===== src/rtl/m_shift_seq.sv =====
// m_shift_seq: W-bit shift/rotate register with an autonomous step sequencer.
// Vector bit W-1 holds the word MSB (architectural m[0]); t follows the same mapping.
module m_shift_seq #(
    parameter int W  = 40,
    parameter int CW = 6
) (
    input  logic          clk_sys_i,
    input  logic          reset_n_i,
    input  logic          start_i,
    input  logic [2:0]    op_i,
    input  logic [CW-1:0] cnt_i,
    input  logic [W-1:0]  t_i,
    input  logic          sin_r_i,
    input  logic          sin_l_i,
    output logic          busy_o,
    output logic          done_o,
    output logic [W-1:0]  m_o,
    output logic          m_ext_o,
    output logic          ovf_o
);
    localparam logic [2:0] OP_LOAD  = 3'b001;
    localparam logic [2:0] OP_SHR_L = 3'b010;
    localparam logic [2:0] OP_SHR_A = 3'b011;
    localparam logic [2:0] OP_SHL   = 3'b100;
    localparam logic [2:0] OP_ROR   = 3'b101;
    localparam logic [2:0] OP_ROL   = 3'b110;

    typedef enum logic [1:0] {
        ST_IDLE = 2'd0,
        ST_RUN  = 2'd1,
        ST_DONE = 2'd2
    } state_e;

    state_e        state_q, state_d;
    logic [W-1:0]  m_q, m_d;
    logic          ext_q, ext_d;
    logic          ovf_q, ovf_d;
    logic [CW-1:0] rem_q, rem_d;
    logic [2:0]    op_q, op_d;
    logic          busy_q, busy_d;
    logic          done_q, done_d;

    function automatic logic is_step_op(input logic [2:0] op);
        return (op >= OP_SHR_L) && (op <= OP_ROL);
    endfunction

    // State register
    always_ff @(posedge clk_sys_i or negedge reset_n_i) begin
        if (!reset_n_i) begin
            state_q <= ST_IDLE;
        end else begin
            state_q <= state_d;
        end
    end

    // Next-state logic; reserved op 111 falls through to DONE like NOP
    always_comb begin
        state_d = state_q;
        case (state_q)
            ST_IDLE: begin
                if (start_i) begin
                    if (is_step_op(op_i)) begin
                        state_d = ST_RUN;
                    end else begin
                        state_d = ST_DONE;
                    end
                end else begin
                    state_d = ST_IDLE;
                end
            end
            ST_RUN: begin
                if (rem_q == {CW{1'b0}}) begin
                    state_d = ST_DONE;
                end else begin
                    state_d = ST_RUN;
                end
            end
            ST_DONE: state_d = ST_IDLE;
            default: state_d = ST_IDLE;
        endcase
    end

    // Handshake outputs derived from the upcoming state so they land registered
    always_comb begin
        busy_d = (state_d != ST_IDLE);
        done_d = (state_d == ST_DONE);
    end

    // Datapath next value: capture on accept, one step per RUN cycle while rem != 0
    always_comb begin
        m_d   = m_q;
        ext_d = ext_q;
        ovf_d = ovf_q;
        rem_d = rem_q;
        op_d  = op_q;
        case (state_q)
            ST_IDLE: begin
                if (start_i) begin
                    op_d  = op_i;
                    rem_d = cnt_i;
                    ovf_d = 1'b0;
                    if (op_i == OP_LOAD) begin
                        m_d = t_i;
                    end else begin
                        m_d = m_q;
                    end
                end else begin
                    m_d = m_q;
                end
            end
            ST_RUN: begin
                if (rem_q != {CW{1'b0}}) begin
                    rem_d = rem_q - CW'(1);
                    case (op_q)
                        OP_SHR_L: begin
                            m_d   = {sin_r_i, m_q[W-1:1]};
                            ext_d = m_q[0];
                        end
                        OP_SHR_A: begin
                            m_d   = {m_q[W-1], m_q[W-1:1]};
                            ext_d = m_q[0];
                        end
                        OP_SHL: begin
                            m_d   = {m_q[W-2:0], sin_l_i};
                            ext_d = m_q[W-1];
                            ovf_d = ovf_q | (m_q[W-1] ^ m_q[W-2]);
                        end
                        OP_ROR: begin
                            m_d   = {m_q[0], m_q[W-1:1]};
                            ext_d = m_q[0];
                        end
                        OP_ROL: begin
                            m_d   = {m_q[W-2:0], m_q[W-1]};
                            ext_d = m_q[W-1];
                        end
                        default: m_d = m_q;
                    endcase
                end else begin
                    rem_d = rem_q;
                end
            end
            default: m_d = m_q;
        endcase
    end

    // Datapath and handshake registers
    always_ff @(posedge clk_sys_i or negedge reset_n_i) begin
        if (!reset_n_i) begin
            m_q    <= {W{1'b0}};
            ext_q  <= 1'b0;
            ovf_q  <= 1'b0;
            rem_q  <= {CW{1'b0}};
            op_q   <= 3'b000;
            busy_q <= 1'b0;
            done_q <= 1'b0;
        end else begin
            m_q    <= m_d;
            ext_q  <= ext_d;
            ovf_q  <= ovf_d;
            rem_q  <= rem_d;
            op_q   <= op_d;
            busy_q <= busy_d;
            done_q <= done_d;
        end
    end

    assign busy_o  = busy_q;
    assign done_o  = done_q;
    assign m_o     = m_q;
    assign m_ext_o = ext_q;
    assign ovf_o   = ovf_q;

endmodule


===== config.mk =====
export PLATFORM = sky130hd
export DESIGN_NAME = m_shift_seq
export DESIGN_NICKNAME = d
export VERILOG_FILES = /design/src/rtl/m_shift_seq.sv
export SDC_FILE = /design/constraint.sdc
export NUM_CORES = 1
export LEC_CHECK = 0
export CORE_MARGIN = 2
export CORE_UTILIZATION = 51
export DETAILED_ROUTE_END_ITERATION = 7
export PLACE_DENSITY = 0.85
export SYNTH_ARGS = -nofsm -noshare
export SYNTH_HDL_FRONTEND = slang
export SYNTH_SLANG_ARGS = --single-unit

===== constraint.sdc =====
create_clock -name clk_sys_i -period 4.1 [get_ports clk_sys_i]
set_input_delay 0.82 -clock clk_sys_i [delete_from_list [all_inputs] [get_ports clk_sys_i]]
set_output_delay 0.82 -clock clk_sys_i [all_outputs]
set_load 0.02 [all_outputs]

# Word-level counts from Yosys, hierarchy flattened
# Index checks and enable logic that the tools add are counted.
[word_totals]
reg_bits = 55
out_inout_bits = 44
in_bits = 54
wordCells = 61
[op_classes]
addsub = 1
n_reduce_logical = 15
magnitude_cmp = 2
n_mux = 17
eq_ne = 15
n_bitwise = 2
[ops]
columns = ["operator", "n"]
rows = [
  ["case mux 40 bit (5 select lines)", 1],
  ["two-way mux 40 bit", 3],
  ["case mux 40 bit (2 select lines)", 1],
  ["two-way mux 6 bit", 2],
  ["case mux 6 bit (2 select lines)", 1],
  ["== test 3 bit (second input constant)", 3],
  ["!= test 2 bit (second input constant)", 4],
  ["== test 3 x 2 -> 1 bit (second input constant)", 2],
  ["logical NOT 6 bit", 1],
  ["two-way mux 2 bit", 3],
  ["!= test 6 x 1 -> 1 bit (second input constant)", 1],
  ["AND reduction 3 bit", 2],
  ["AND reduction 6 bit", 1],
  ["nonzero test 2 bit", 3],
  ["nonzero test 6 bit", 1],
  ["subtractor 6 x 1 -> 6 bit (second input constant)", 1],
  ["!= test 5 x 1 -> 1 bit (second input constant)", 1],
  ["AND reduction 5 bit", 1],
  ["case mux 1 bit (2 select lines)", 2],
  ["case mux 2 bit (2 select lines)", 1],
  ["AND reduction 4 bit", 1],
  ["== test 3 x 1 -> 1 bit (second input constant)", 1],
  ["greater-or-equal comparator 3 x 2 -> 1 bit (second input constant)", 1],
  ["<= comparator 3 bit (second input constant)", 1],
  ["11 further kinds", 13],
]

# Longest topological paths before layout
# Gate-level depths: netlist of the first run.
[depth]
ltp_word = 6
ltp_mapped = 7

# Least setup slack after synthesis of the first run
# No wires, ideal clock.
[synth_path]
kind = "input to register"
startpoint = "input port start_i"
endpoint = "register m_q[10] (netlist: m_o[10])"
arrival_ns = 2.111
setup_slack_ns = 1.862
path_stages = 6
path_buffers = 2
path_cell_list = "nor3b_1 nand3_1 o31ai_4 buf_6 buf_6 mux2_1"
[synth_via]
elab_chain_len = 2
[synth_rtl]
columns = ["element", "line", "source"]
rows = [
  ["from (decl)", "9", "input logic start_i,"],
  ["!= test 2 bit (no line)", "-", ""],
  ["AND reduction 5 bit (no line)", "-", ""],
  ["to (signal assigned)", "149", "m_q <= {W{1'b0}};"],
  ["to (signal assigned)", "157", "m_q <= m_d;"],
  ["to (decl)", "35", "logic [W-1:0] m_q, m_d;"],
]
# No other way between the ends.
# A chain may end at the register's enable or synchronous reset.

# Worst setup path after layout of the first run
[layout_path]
startpoint = "input port start_i"
endpoint = "register m_q[25] (netlist: m_o[25])"
# Same word-level chain as after synthesis.

==> summary.txt, run 1 <==
Status - finished clean
FF+latch count, synth - 55
Post-route clock period utilization - 0.667
Post-DP HPWL - 5330 um
Initial Util - 0.532
Multi-input gate area - 1670 um^2
Relative slew slack - 0.420
Crit Reg-Reg Startpoint - rem_q[0]
Antenna-violating nets left - 0
Worst skew pair latency - 0.31 ns
Gate Count Post-Synth - 315
Drt first pass iters - 5
Setup CP Type - in2reg
Initial antenna violation count - 0
Antenna cells - 0
Post-cts sizing count - 0
Fin util - 0.719
Setup Skew - 0.00441 ns
Min Tclk post-route - 2.73 ns
Die width - 82.8 um
Worst Path Max Fanout - 24
Syn nets - 371
Initial drt markers - 188
Total power per unit cell area - 895 nW/um^2
Mean Syn Cell Area - 10.1 um^2
DRT Wirelength - 7440 um
Die Y - 82.8 um
Register area - 1380 um^2
Global-route wire length before repair - 12,500 um
Share of cells above drive strength 1 - 0.127
Ys Warns - 0
PortBufs - 97
Global route overflow - 0
Max Root-Sink Buffers - 2
Final TNS setup - 0 ns
Max-slew violations - 0
Number of global-route vias before repair - 2,566
CTS Sinks - 55
Root buf cell - clkbuf_8
Final hold vios - 0
Least-Margin Pin Slew - 0.869 ns
CP arrival - 2.93 ns
DRC viols - 0
Setup bufs post-CTS - 0
Nets - 458
Worst Path Required - 4.30 ns
P&R area growth vs syn - 35.1%
Maximum vdd ir drop - 0.557 mV
Die area - 6860 um^2
Max-cap violations - 0
Mean routed wirelength per cell - 15.6 um
Fill count - 448
Register area share after synthesis - 0.434
Nature of the critical path endpoint - register
H-tree level count - 2
CTS Buf Count - 5
IO Pins - 98
Hold_buf cts - 0
Core outline area - 5960 um^2
Static leakage - 0.00176 uW
Post-Syn Area - 3170 um^2
GP Congestion - 0.883
Startpoint types - input port
Row count - 28
CTS tree - done
GRT Total Usage - 0.217
Via count - 2,667
Distinct cells, synth - 35
Fmax - 366 MHz
DR vias/cell - 5.58
RSZ-0062 raised after global routing - no
Pin count of the biggest net entering global routing - 97
Critical Path Source - start_i
Reg clk slew, reported paths - 0.10 ns
Final setup vio count - 0
Worst min path class - in2async
[registers in the layout, indices dropped and copies added (netlist names)]
name     flops
rem_q        6
busy_o       1
m_o         40
done_o       1
m_ext_o      1
ovf_o        1
state_q      2
op_q         3
[critical path, cell delays in order]
cell and delay, ns:
clkdlybuf4s50_1 0.48, nor3b_1 0.18, buf_4 0.21, nand3_1 0.17, o31ai_4 0.24, buf_4 0.44, mux2_2 0.38
[cells in the mapped netlist (all sizes together)]
library cell | n | area (um^2)
a31o | 2 | 26.3
o211ai | 1 | 7.51
nor3 | 4 | 20.0
nand2 | 50 | 188
o31ai | 2 | 28.8
o221ai | 1 | 8.76
o22ai | 3 | 18.8
a21oi | 7 | 35.0
inv | 5 | 18.8
o2bb2ai | 3 | 26.3
ha | 2 | 25.0
a41oi | 1 | 8.76
mux2 | 42 | 473
a31oi | 1 | 6.26
buf | 11 | 71.3
a22oi | 1 | 7.51
clkbuf | 11 | 41.3
mux2i | 42 | 420
o21ai | 47 | 235
nor2 | 10 | 37.5
o22a | 1 | 8.76
xor2 | 1 | 8.76
nand2b | 1 | 6.26
dfrtp | 55 | 1380
and3 | 1 | 6.26
nor2b | 2 | 12.5
nor3b | 2 | 15.0
or3 | 1 | 6.26
nand3 | 5 | 25.0
[final cells by class]
cell class | count | area share
Multi-Input combinational cell | 233 | 0.391
Inverter | 5 | 0.00438
Timing Repair Buffer | 102 | 0.234
Tap cell | 75 | 0.0219
Clock buffer | 5 | 0.0161
Sequential cell | 55 | 0.322
Clock inverter | 3 | 0.0111
[report_power, final]
part	total, uW	switching, uW	internal [uW]
logic	2340	1170	1170
clock network	367	182	185
registers	1130	297	831
total	3830	1640	2190
[per-stage QoR]
step           power, uW  area (um^2)  hold WS (ns)  instances  worst slack (ns)
2_1_floorplan       2710         3170         0.479        315              1.86
3_3_place_gp        3390         4160         0.513        470              1.10
3_5_place_dp        3480         4160         0.514        470              1.03
4_1_cts             3850         4280         0.428        478              1.36
5_1_grt             4110         4280         0.444        478              1.24
6_report            3830         4280         0.427        478              1.37
[cells in the final DEF (no fill, tap or decap), drive strengths merged, types with 2 or more instances in the layout]
master	count
o31ai	2
ha	2
o2bb2ai	3
inv	6
clkdlybuf4s50	96
mux2i	42
clkbuf	5
nand3	5
nand2	50
nor2b	2
a31o	2
nor3	4
mux2	42
a21oi	7
nor3b	2
o21ai	47
dfrtp	55
nor2	10
buf	6
o22ai	3
[cell families after synthesis]
| logic type | after synthesis | synth area share |
|---|---|---|
| flip-flops | 55 | 0.434 |
| AND/OR/NAND/NOR | 76 | 0.0999 |
| buffers and inverters | 27 | 0.0415 |
| multiplexers | 84 | 0.282 |
| XOR/XNOR | 1 | 0.00276 |
| adder cells (fa/ha/maj) | 2 | 0.00789 |
| AO/OA/AOI/OAI | 70 | 0.132 |
[layer usage]
metal	routed length (um)	track usage
met1	3190	0.286
met2	3720	0.372
met3	446	0.0417
met4	78	0.0537
met5	0	0
[path summary, 6_finish.rpt]
check                           to  slack [ns]  depth (start not counted)
setup / recovery           m_o[25]        1.37                          7
min in group clk_sys_i       ovf_o        0.54                          2
hold reg to reg              ovf_o        0.54                          2
max in group asynchronous  m_o[39]        2.86                          2
hold / removal             m_o[20]        0.43                          1
setup reg to reg           m_o[25]        1.47                          6
No activity file was read; power rests on OpenSTA's default activity.
==> run 2: changes to the inputs <==
Settings changed: CORE_UTILIZATION 51 to 43, PLACE_DENSITY 0.85 to 0.77.
Clock period 4.1 ns to 2.4 ns, I/O delays scaled along.
==> run 2 against run 1 <==
Die area up 18%. Power rose by 72%. Routed wire length is 2.1% lower. Largest cell class unchanged. Largest power group unchanged.
==> summary.txt, run 2 (synthesis gave the netlist of run 1 again) <==
CP arrival - 2.19 ns (was 2.93 ns)
Placed Area - 4240 um^2 (was 4160 um^2)
Max reg flops - 40 (unchanged)
Initial drt markers - 154 (was 188)
GRT Total Usage - 0.183 (was 0.217)
CTS Buf Count - 5 (unchanged)
Setup CP Type - reg2reg (was in2reg)
Post-cts sizing count - 0 (unchanged)
CTS Sinks - 55 (unchanged)
P&R area growth vs syn - 37.6% (was 35.1%)
Worst Path Max Fanout - 39 (was 24)
Delay of the slowest critical-path stage - 0.38 ns (was 0.48 ns)
Reg clk slew, reported paths - 0.10 ns (about the same)
Worst-path cell chain - inv_1 -> ha_1 -> a31o_4 -> o31ai_4 -> buf_12 -> mux2_2 (was clkdlybuf4s50_1 -> nor3b_1 -> buf_4 -> nand3_1 -> o31ai_4 -> buf_4 -> mux2_2)
Setup bufs post-CTS - 0 (unchanged)
Via count - 2,646 (was 2,667)
Commonest non-fill, non-tap cells in the layout - clkdlybuf4s50_1 (96), dfrtp_1 (55), nand2_1 (50), o21ai_0 (47), mux2i_1 (42) (unchanged)
Global route overflow - 0 (unchanged)
Drt first pass iters - 4 (was 5)
Pin count of the biggest net entering global routing - 97 (unchanged)
DR vias/cell - 5.27 (was 5.58)
Met3 Wirelength - 334 um (was 446 um)
WL met1 - 3400 um (was 3190 um)
PortBufs - 97 (unchanged)
Final TNS setup - 0 ns (unchanged)
Most common cell after layout, fill and taps aside - clkdlybuf4s50_1 (unchanged)
GP Congestion - 0.836 (was 0.883)
FF-to-FF path depth - 6 (unchanged)
Die area - 8070 um^2 (was 6860 um^2)
Hold_buf cts - 0 (unchanged)
Antenna-violating nets left - 0 (unchanged)
Static leakage - 0.00178 uW (was 0.00176 uW)
Number of global-route vias before repair - 2,555 (was 2,566)
Final setup vio count - 0 (unchanged)
H-tree level count - 2 (unchanged)
Fmax - 500 MHz
RSZ-0062 raised after global routing - no (unchanged)
Status - finished clean (unchanged)
Final Instance Area - 4360 um^2 (was 4280 um^2)
Initial Util - 0.442 (was 0.532)
Total power per unit cell area - 1520 nW/um^2 (was 895 nW/um^2)
Worst min path class - in2async (unchanged)
Min Tclk post-route - 2.00 ns
Nature of the critical path endpoint - register (unchanged)
CTS tree - done (unchanged)
Maximum vdd ir drop - 0.666 mV (was 0.557 mV)
Global-route wire length before repair - 12,500 um (about the same)
DRC viols - 0 (unchanged)
IO Pins - 98 (unchanged)
Max-cap violations - 0 (unchanged)
Fin util - 0.608 (was 0.719)
Max Root-Sink Buffers - 2 (unchanged)
Slowest-stage cell, CP - dfrtp_1 (was clkdlybuf4s50_1)
Final hold vios - 0 (unchanged)
Mean routed wirelength per cell - 14.5 um (was 15.6 um)
Placed cell count - 494 (was 470)
Total Power - 6610 uW (was 3830 uW)
Max-slew violations - 0 (unchanged)
Core outline area - 7180 um^2 (was 5960 um^2)
Die Y - 89.9 um (was 82.8 um)
Nets - 458 (unchanged)
Root buf cell - clkbuf_8 (unchanged)
Worst Path Required - 2.59 ns (was 4.30 ns)
Post-DP HPWL - 5150 um (was 5330 um)
Relative slew slack - 0.615 (was 0.420)
Die width - 89.9 um (was 82.8 um)
Initial antenna violation count - 0 (unchanged)
Metal2 WL - 3520 um (was 3720 um)
Least-Margin Pin Slew - 0.575 ns (was 0.869 ns)
Startpoint types - register (was input port)
DR top layer - met4 (unchanged)
Worst skew pair latency - 0.30 ns (was 0.31 ns)
Row count - 31 (was 28)
DRT Wirelength - 7280 um (was 7440 um)
Finished Layout Cells - 502 (was 478)
Setup Skew - 0.00485 ns (was 0.00441 ns)
Post-route clock period utilization - 0.833
Share of cells above drive strength 1 - 0.127 (unchanged)
Antenna cells - 0 (unchanged)
## run 2: cell types whose count changed in the layout (fill, tap and decap cells not counted), sizes merged
cell,previous run,this run
clkbuf,5,6
inv,6,5
## run 2: power breakdown
part | internal, uW | total, uW | switching [uW]
logic | 2080 | 4060 | 1990
registers | 1420 | 1920 | 497
clock network | 338 | 629 | 291
## run 2: per-stage QoR
stage	setup slack [ns]	hold WS, ns
floorplan	0.499	0.184
global placement	0.145	0.501
detailed placement	0.109	0.499
CTS	0.417	0.176
global route	0.280	0.197
finish	0.402	0.158
## run 2: worst paths after layout
path	endpoint	slack (ns)	startpoint
max	m_o[18]	0.40	rem_q[0]
min	m_o[28]	0.16	reset_n_i
max reg2reg	m_o[18]	0.40	rem_q[0]
min reg2reg	m_ext_o	0.52	m_ext_o
max in group asynchronous	m_o[10]	1.68	reset_n_i
min in group clk_sys_i	m_ext_o	0.52	m_ext_o
## run 2: layout make-up
cell class / instances / area, um^2
Clock buffer: 6 / 82.6
Sequential cell: 55 / 1380
Multi-Input combinational cell: 233 / 1670
Inverter: 5 / 18.8
Timing Repair Buffer: 102 / 1050
Tap cell: 99 / 124
Clock inverter: 2 / 35.0
Fill cell: 603 / 2810
## run 2: metal layers
layer	GRT usage	vias up
li1	-	1294
met1	0.251	1281
met2	0.304	69
met3	0.0394	2
met4	0.0359	0
met5	0	-
## run 2: worst max-delay path, delay by kind of cell, from the launching register on
| kind | cells | cell delay [ns] |
|---|---|---|
| AO/OA/AOI/OAI | 2 | 0.54 |
| buffers and inverters | 2 | 0.34 |
| multiplexers | 1 | 0.36 |
| adder cells (fa/ha/maj) | 1 | 0.24 |
| flip-flops | 1 | 0.38 |
